$ cat config.mk
export PLATFORM = sky130hd
export DESIGN_NAME = shifter_video_feeder
export DESIGN_NICKNAME = d
export VERILOG_FILES = /design/src/rtl/shifter_video_feeder_pkg.sv /design/src/rtl/video_word_fifo.sv /design/src/rtl/shifter_video_feeder.sv
export SDC_FILE = /design/constraint.sdc
export NUM_CORES = 1
export LEC_CHECK = 0
export ABC_AREA = 1
export ABC_CLOCK_PERIOD_IN_PS = 5600
export BUFFER_PORTS_ARGS = -buffer_cell sky130_fd_sc_hd__buf_2
export CAP_MARGIN = 20
export CORE_AREA = 3 3 91 136
export DETAILED_ROUTE_END_ITERATION = 6
export DIE_AREA = 0 0 94 139
export HOLD_SLACK_MARGIN = 0.1
export PLACE_DENSITY = 0.84
export SKIP_CTS_REPAIR_TIMING = 1
export SYNTH_ARGS = -nofsm -noshare
export SYNTH_HDL_FRONTEND = slang
export SYNTH_SLANG_ARGS = --single-unit
$ cat constraint.sdc
create_clock -name clk32 -period 5.6 [get_ports clk32]
set_input_delay 0.56 -clock clk32 [delete_from_list [all_inputs] [get_ports clk32]]
set_output_delay 0.56 -clock clk32 [all_outputs]
set_load 0.05 [all_outputs]
$ cat src/rtl/shifter_video_feeder_pkg.sv
// Shared definitions for the shifter video feeder: bus slot timing,
// default address width and the fetch FSM state encoding.
package shifter_video_feeder_pkg;

  localparam int SLOT_CLKS  = 16;
  localparam int AW_DEFAULT = 22;

  typedef enum logic {
    IDLE = 1'b0,
    REQ  = 1'b1
  } fetch_state_e;

endpackage

$ cat src/rtl/video_word_fifo.sv
// Synchronous word FIFO between the RAM fetch side and the shifter LOAD side.
// Flush empties it in one cycle; pop on empty is ignored.
module video_word_fifo #(
  parameter int DEPTH = 4,
  parameter int W     = 16
) (
  input  logic                         clk32,
  input  logic                         nReset,
  input  logic                         push_i,
  input  logic [W-1:0]                 data_i,
  input  logic                         pop_i,
  input  logic                         flush_i,
  output logic [W-1:0]                 data_o,
  output logic [$clog2(DEPTH+1)-1:0]   count_o,
  output logic                         full_o,
  output logic                         empty_o
);

  localparam int PW = $clog2(DEPTH);
  localparam int CW = $clog2(DEPTH+1);

  logic [W-1:0]  mem_q [DEPTH];
  logic [PW-1:0] rd_q, wr_q;
  logic [CW-1:0] count_q;
  logic          do_pop;

  assign do_pop  = pop_i && !empty_o;
  assign data_o  = mem_q[rd_q];
  assign count_o = count_q;
  assign full_o  = (count_q == CW'(DEPTH));
  assign empty_o = (count_q == '0);

  // NOTE: the storage array has no reset; only pointers and count define validity.
  always_ff @(posedge clk32) begin
    if (push_i) mem_q[wr_q] <= data_i;
  end

  always_ff @(posedge clk32 or negedge nReset) begin
    if (!nReset) begin
      rd_q    <= '0;
      wr_q    <= '0;
      count_q <= '0;
    end else if (flush_i) begin
      rd_q    <= '0;
      wr_q    <= '0;
      count_q <= '0;
    end else begin
      if (push_i) wr_q <= wr_q + PW'(1);
      if (do_pop) rd_q <= rd_q + PW'(1);
      case ({push_i, do_pop})
        2'b10:   count_q <= count_q + CW'(1);
        2'b01:   count_q <= count_q - CW'(1);
        default: count_q <= count_q;
      endcase
    end
  end

endmodule

$ cat src/rtl/shifter_video_feeder.sv
// Fetches screen words from RAM into a small FIFO and presents them to the
// shifter as LOAD/DIN, one word per 2 MHz bus slot while DE is high.
module shifter_video_feeder
  import shifter_video_feeder_pkg::*;
#(
  parameter int AW     = AW_DEFAULT,
  parameter int DEPTH  = 4,
  parameter int LOAD_W = 8
) (
  input  logic          clk32,
  input  logic          nReset,
  input  logic          slot,
  input  logic          vsync,
  input  logic [AW-1:0] vbase,
  input  logic [7:0]    line_offset,
  input  logic          fetch,
  input  logic          DE,
  output logic          mem_req,
  output logic [AW-1:0] mem_addr,
  input  logic          mem_ack,
  input  logic [15:0]   mem_data,
  output logic          LOAD,
  output logic [15:0]   DIN,
  output logic [AW-1:0] vaddr,
  output logic          underflow
);

  localparam int CW  = $clog2(DEPTH+1);
  localparam int LCW = $clog2(SLOT_CLKS);

  logic          vsync_q, fetch_q, de_q;
  logic          vsync_rise, fetch_fall, de_fall;
  fetch_state_e  state_q;
  logic          mem_req_q;
  logic [AW-1:0] mem_addr_q, vaddr_q, vaddr_d;
  logic          load_q, underflow_q;
  logic [LCW-1:0] load_cnt_q;
  logic [15:0]   din_q, fifo_head;
  logic          push, pop, flush, load_slot, start_req;
  logic          fifo_full, fifo_empty;
  logic [CW-1:0] fifo_count;
  logic [CW:0]   occupancy;

  assign vsync_rise = vsync & ~vsync_q;
  assign fetch_fall = ~fetch & fetch_q;
  assign de_fall    = ~DE & de_q;

  // Words already in the FIFO plus the one still on the bus.
  assign occupancy = {1'b0, fifo_count} + {{CW{1'b0}}, (state_q == REQ)};
  assign start_req = (state_q == IDLE) && slot && fetch && (occupancy < (CW+1)'(DEPTH));
  assign push      = (state_q == REQ) && mem_ack;
  assign load_slot = slot && DE;
  assign pop       = load_slot && !fifo_empty;
  assign flush     = vsync_rise || de_fall;

  video_word_fifo #(.DEPTH(DEPTH), .W(16)) u_fifo (
    .clk32   (clk32),
    .nReset  (nReset),
    .push_i  (push),
    .data_i  (mem_data),
    .pop_i   (pop),
    .flush_i (flush),
    .data_o  (fifo_head),
    .count_o (fifo_count),
    .full_o  (fifo_full),
    .empty_o (fifo_empty)
  );

  // NOTE: give every always_comb output a default first so no latch is inferred.
  always_comb begin
    vaddr_d = vaddr_q;
    if (push)       vaddr_d = vaddr_d + AW'(1);
    if (fetch_fall) vaddr_d = vaddr_d + AW'(line_offset);
    if (vsync_rise) vaddr_d = vbase;
  end

  // NOTE: sequential state uses non-blocking assignments only.
  always_ff @(posedge clk32 or negedge nReset) begin
    if (!nReset) begin
      vsync_q <= 1'b0;
      fetch_q <= 1'b0;
      de_q    <= 1'b0;
      vaddr_q <= '0;
    end else begin
      vsync_q <= vsync;
      fetch_q <= fetch;
      de_q    <= DE;
      vaddr_q <= vaddr_d;
    end
  end

  always_ff @(posedge clk32 or negedge nReset) begin
    if (!nReset) begin
      state_q    <= IDLE;
      mem_req_q  <= 1'b0;
      mem_addr_q <= '0;
    end else begin
      case (state_q)
        IDLE: if (start_req) begin
          mem_addr_q <= vaddr_q;
          mem_req_q  <= 1'b1;
          state_q    <= REQ;
        end
        REQ: if (mem_ack) begin
          mem_req_q <= 1'b0;
          state_q   <= IDLE;
        end
      endcase
    end
  end

  // LOAD rises the cycle after a DE slot; the pop and DIN update land on that edge.
  always_ff @(posedge clk32 or negedge nReset) begin
    if (!nReset) begin
      load_q      <= 1'b0;
      load_cnt_q  <= '0;
      din_q       <= '0;
      underflow_q <= 1'b0;
    end else begin
      if (load_slot) begin
        load_q     <= 1'b1;
        load_cnt_q <= LCW'(LOAD_W - 1);
        din_q      <= fifo_empty ? 16'h0000 : fifo_head;
      end else if (load_q) begin
        if (load_cnt_q == '0) load_q <= 1'b0;
        else                  load_cnt_q <= load_cnt_q - LCW'(1);
      end
      if (vsync_rise)                   underflow_q <= 1'b0;
      else if (load_slot && fifo_empty) underflow_q <= 1'b1;
    end
  end

  assign mem_req   = mem_req_q;
  assign mem_addr  = mem_addr_q;
  assign LOAD      = load_q;
  assign DIN       = din_q;
  assign vaddr     = vaddr_q;
  assign underflow = underflow_q;

  push_never_full: assert property (@(posedge clk32) disable iff (!nReset) !(push && fifo_full));

endmodule

# ---- Yosys cells after proc, flatten, opt, wreduce, memory -nomap -nowiden
# Memory sizes are Yosys's and may differ from the RTL's.
# Cells that the tools add are included.
dict set report word_totals {
  register_bits 78
  ramBits 64
  inputBits 53
  out_inout_bits 63
  word_cells 82
  mem_count 1
}
dict set report op_classes {
  add_sub_neg 8
  order_cmp 1
  n_eq_ne 5
  muxes 26
  bitwise 7
  n_reduce_logical 20
}
# name words width read_ports rd_clocked_by_memory_dff write_ports line
set memory_table {}
lappend memory_table {u_fifo.mem_q 4 16 1 0 1 video_word_fifo.sv:22} ;# logic [W-1:0] mem_q [DEPTH];
# op count
set ops {}
lappend ops {{2-to-1 mux 22 bit} 3}
lappend ops {{adder 22 x 1 -> 22 bit, second input constant} 1}
lappend ops {{adder 22 x 8 -> 22 bit} 1}
lappend ops {{2-to-1 mux 16 bit} 1}
lappend ops {{2-to-1 mux 4 bit} 3}
lappend ops {{2-to-1 mux 1 bit} 11}
lappend ops {{logical AND 1 bit} 8}
lappend ops {{2-to-1 mux 2 bit} 4}
lappend ops {{nonzero test 2 bit} 4}
lappend ops {{inequality test 2 bit, second input constant} 3}
lappend ops {{case mux 3 bit (2 select lines)} 1}
lappend ops {{AND reduction 2 bit} 3}
lappend ops {{adder 2 x 1 -> 2 bit, second input constant} 2}
lappend ops {{adder 3 x 1 -> 4 bit} 1}
lappend ops {{logical NOT 4 bit} 1}
lappend ops {{less-than comparator 4 x 3 -> 1 bit, second input constant} 1}
lappend ops {{NOT 1 bit} 4}
lappend ops {{case mux 1 bit (2 select lines)} 2}
lappend ops {{subtractor 4 x 1 -> 4 bit, second input constant} 1}
lappend ops {{adder 3 x 1 -> 3 bit, second input constant} 1}
lappend ops {{bitwise AND 1 bit} 3}
lappend ops {{logical NOT 3 bit} 1}
lappend ops {{2-to-1 mux 3 bit} 1}
lappend ops {{nonzero test 3 bit} 1}
lappend ops {{5 further kinds} 5}

# ---- Logic depth before layout (Yosys ltp)
dict set report logic_depth {
  ltp_word 7
  depth_mapped 23
  mapped_depth_nobuf 22
}

# ---- Cells and area by module
# From an unflattened synthesis, not the netlist that was laid out.
dict set report hier_totals {
  hier_cells 756
  area_unflattened_um2 7163.1
}
# mod n_inst cells_each area_per_inst_um2 seq_area_each_um2
set modules_own_cells {}
lappend modules_own_cells {shifter_video_feeder 1 537 4225.3 1776.7}
lappend modules_own_cells {video_word_fifo 1 219 2937.8 2097.0}

# ---- Worst setup path before layout
# No wires, ideal clock.
dict set report synth_path {
  path_kind {flip-flop to flip-flop}
  startpoint {reg vaddr_q[1], in the netlist vaddr[1]}
  endpoint {reg vaddr_q[19], in the netlist vaddr[19]}
  setup_time_ps 117
  arrival_time_ps 2672
  required_ps 5483
  path_slack_ps 2811
  stages_incl_launch_ff 20
  path_buffers 0
  synth_period_minus_slack_ps 2789
  path_cell_list {dfrtp_1 -> ha_1 -> inv_1 -> nor3_1 -> xor2_1 -> inv_1 -> ha_1 -> nand2_1 -> nor2_1 -> nand3_1 -> nand2_1 -> nand2_1 -> nand2_1 -> inv_1 -> nor2_2 -> nand3_2 -> nor2_1 -> nand2_1 -> nand3_1 -> nand2_1}
}
dict set report synth_via {
  elab_chain_len 5
}
# item line
set synth_rtl {}
lappend synth_rtl {{start: declaration} shifter_video_feeder.sv:35} ;# logic [AW-1:0] mem_addr_q, vaddr_q, vaddr_d;
lappend synth_rtl {{start signal: assignment} shifter_video_feeder.sv:88} ;# vaddr_q <= vaddr_d;
lappend synth_rtl {{adder 22 x 1 -> 22 bit} shifter_video_feeder.sv:72} ;# if (push) vaddr_d = vaddr_d + AW'(1);
lappend synth_rtl {{2-to-1 mux 22 bit (*)} shifter_video_feeder.sv:72}
lappend synth_rtl {{adder 22 x 8 -> 22 bit} shifter_video_feeder.sv:73} ;# if (fetch_fall) vaddr_d = vaddr_d + AW'(line_offset);
lappend synth_rtl {{2-to-1 mux 22 bit (*)} shifter_video_feeder.sv:73}
lappend synth_rtl {{2-to-1 mux 22 bit (*)} shifter_video_feeder.sv:74} ;# if (vsync_rise) vaddr_d = vbase;
lappend synth_rtl {{via vaddr_d[19]} shifter_video_feeder.sv:35}
# The timed path passes the listed nets; every way through them passes the cells marked *.
# A chain may end at the register's enable or synchronous reset.

# ---- Worst setup path after layout
dict set report layout_path {
  startpoint {reg vaddr_q[1], in the netlist vaddr[1]}
  endpoint {reg vaddr_q[12], in the netlist vaddr[12]}
}
# Same word-level chain as after synthesis.

==> run summary <==
Max Slew Vio Count: 0
Commonest non-fill, non-tap cell in the layout: nand2_1
Starting Density: 59.9%
Tot Pwr: 4.13 mW
Post-DP HPWL: 12500 um
CTS tree: done
Actual slew at the worst max-slew pin: 1.05 ns
Pre-CTS setup slack: 2.45 ns
Yosys warns: 0
Clk sinks: 142
Post-Route WL: 17900 um
Seq/Total Area, Yosys: 56.6%
Inserted Diodes: 0
Routability Congestion: 1.03
DP Area: 7560 um2
Data arrival, critical path: 3.25 ns
Reg-to-reg slack, setup: 2.63 ns
Data required time at the worst endpoint: 5.87 ns
CTS max path bufs: 2
Asr flop ratio synth: 54.9%
WL per Instance: 17.7 um
Max-Cap Viols: 0
Vias in the first global route: 6067
Largest net degree at the start of global routing: 79
EDFF count, synth: 64
Die Height: 139 um
Root buffer cell: clkbuf_16
Syn_area_per_cell: 9.36 um2
Worst-path fanout max: 5
Die area: 13100 um2
Share of layout cells above drive strength 1: 22.1%
Final Hold Viols: 0
Most frequent cells in the layout: 149 x nand2_1, 114 x buf_2, 82 x inv_1
Core Region: 11400 um2
Worst Slack Setup Final: 2.63 ns
DIE WIDTH: 94 um
IO buf count: 115
Util after Layout: 71.7%
Worst Hold Margin: 0.272 ns
#FFs+latches synth: 142
Slew margin rel.: 30.0%
RSZ-0062 raised after global routing: false
Std cell rows: 48
PwrDens: 505 nW/um2
Synthesized cell area: 6840 um2
Crit Reg-Reg Startpoint: vaddr[1]
Status: complete, no violations
Num ports: 116
Via-per-instance ratio: 5.67
Tcrit/Tclk final: 53.1%
Worst-path clk slew: 0.06 ns
Nets: 920
Drc violations: 0
Final worst path period need: 2.97 ns
1st-iter DRT viols: 235
GRT overflow: 0
Finished Layout Cells: 1013
Antenna-violating nets left: 0
CP endpoint kind: register
Type of the worst setup path: register to register
Min-delay src: vsync
Max Fclk: 336 MHz
Antenna violations before repair: 0
DRT Pass-1 Iters: 4
Startpoint Class: register
Max VDD drop: 0.350 mV
Global-route wire length before repair: 29000 um
Unique masters post-synth: 36
Placed cells: 979
Cells after Synth: 731
Clock Latency Late Sink: 0.41 ns
CP Launch Point: vaddr[1]
Total Routing Usage GR: 28.8%
Via count: 5746
TritonCTS Buffers: 17
Hold crit path type: primary input to register
Area growth syn-to-layout: 19.6%
Main synth FF type: dfrtp_1
# setup viols final: 0
Post-Syn Nets: 801
Fin Clk Skew: 0.00974 ns
Final setup TNS: 0 ns
H-tree lvl count: 4
Final instance area: 8180 um2
Static Leak: 3.82 nW
power by group:
group	switching (mW)	total, mW	internal [mW]
sequential	0.179	1.49	1.31
combinational	1.15	1.54	0.392
clock	0.430	1.10	0.670
total	1.76	4.13	2.38
routing by layer:
metal	track usage (%)	part of all wire (%)	routed length [um]	vias up
met2	51.9	55	9820	272
met4	14.2	3.7	664	0
met1	31.3	35	6350	2742
met3	5.70	6.2	1110	63
met5	0	0	0	-
li1	-	-	-	2669
cell usage after synthesis, types with 4 or more instances:
| cell type | number | share of area (%) |
|---|---|---|
| xor2_1 | 16 | 2.0 |
| nor2_4 | 6 | 0.99 |
| nand4_1 | 8 | 0.73 |
| nand2_1 | 149 | 8.2 |
| clkbuf_1 | 18 | 0.99 |
| nand2_2 | 8 | 0.73 |
| o21ai_0 | 77 | 5.6 |
| nand3_1 | 34 | 2.5 |
| o21ai_1 | 5 | 0.37 |
| xnor2_1 | 4 | 0.51 |
| a22o_1 | 16 | 2.0 |
| a31oi_1 | 4 | 0.37 |
| inv_2 | 6 | 0.33 |
| o22ai_1 | 17 | 1.6 |
| edfxtp_1 | 64 | 28 |
| a21oi_1 | 18 | 1.3 |
| nor2_1 | 76 | 4.2 |
| ha_1 | 15 | 2.7 |
| nor2_2 | 9 | 0.82 |
| inv_1 | 82 | 4.5 |
| dfrtp_1 | 78 | 29 |
critical path, cell delays in order, from the launching register on:
cell,delay [ns]
dfrtp_1,0.41
ha_1,0.28
inv_1,0.03
o21ai_0,0.32
inv_1,0.11
fa_1,0.40
inv_1,0.11
nand3_1,0.09
nand2_1,0.15
nand3_1,0.10
nand2_1,0.07
nand2_1,0.08
inv_1,0.11
nand3_2,0.11
nor2_2,0.19
xor2_1,0.17
o21ai_0,0.10
cell families (layout without fill, tap and decap cells):
| logic type | count (synthesis) | count (layout) | synth area share, % |
|---|---|---|---|
| and+or+nand+nor | 299 | 299 | 19.1 |
| muxes | 2 | 2 | 0.329 |
| DFF | 142 | 142 | 56.6 |
| xor gates and xnor gates | 21 | 21 | 2.80 |
| buffers and inverters | 108 | 240 | 5.95 |
| adders and majority gates | 17 | 17 | 3.33 |
| AOI/OAI and AO/OA | 142 | 142 | 11.9 |
flip-flops by register name, summed over array words and instances, names as in the netlist:
signal          count
LOAD                1
u_fifo.wr_q         2
u_fifo.count_o      3
mem_addr           22
u_fifo.rd_q         2
state_q             1
vaddr              22
de_q                1
DIN                16
fetch_q             1
vsync_q             1
mem_req             1
u_fifo.mem_q       64
load_cnt_q          4
underflow           1
worst paths after layout:
path | to | cells after the start
max in group asynchronous | LOAD | 3
max reg2reg | vaddr[12] | 16
max | vaddr[12] | 16
min in group asynchronous | DIN[1] | 2
min reg2reg | load_cnt_q[3] | 1
min | vsync_q | 1
area by class of cell:
type                       instances  area (um2)
clock inverter                    12         138
timing repair buffer             120         638
sequential                       142        3870
inverter                          88         330
clock buffer                      20         447
fill                             839        3230
tap                              150         188
multi-input combinational        481        2570
Power figures use the tool's default switching activity.
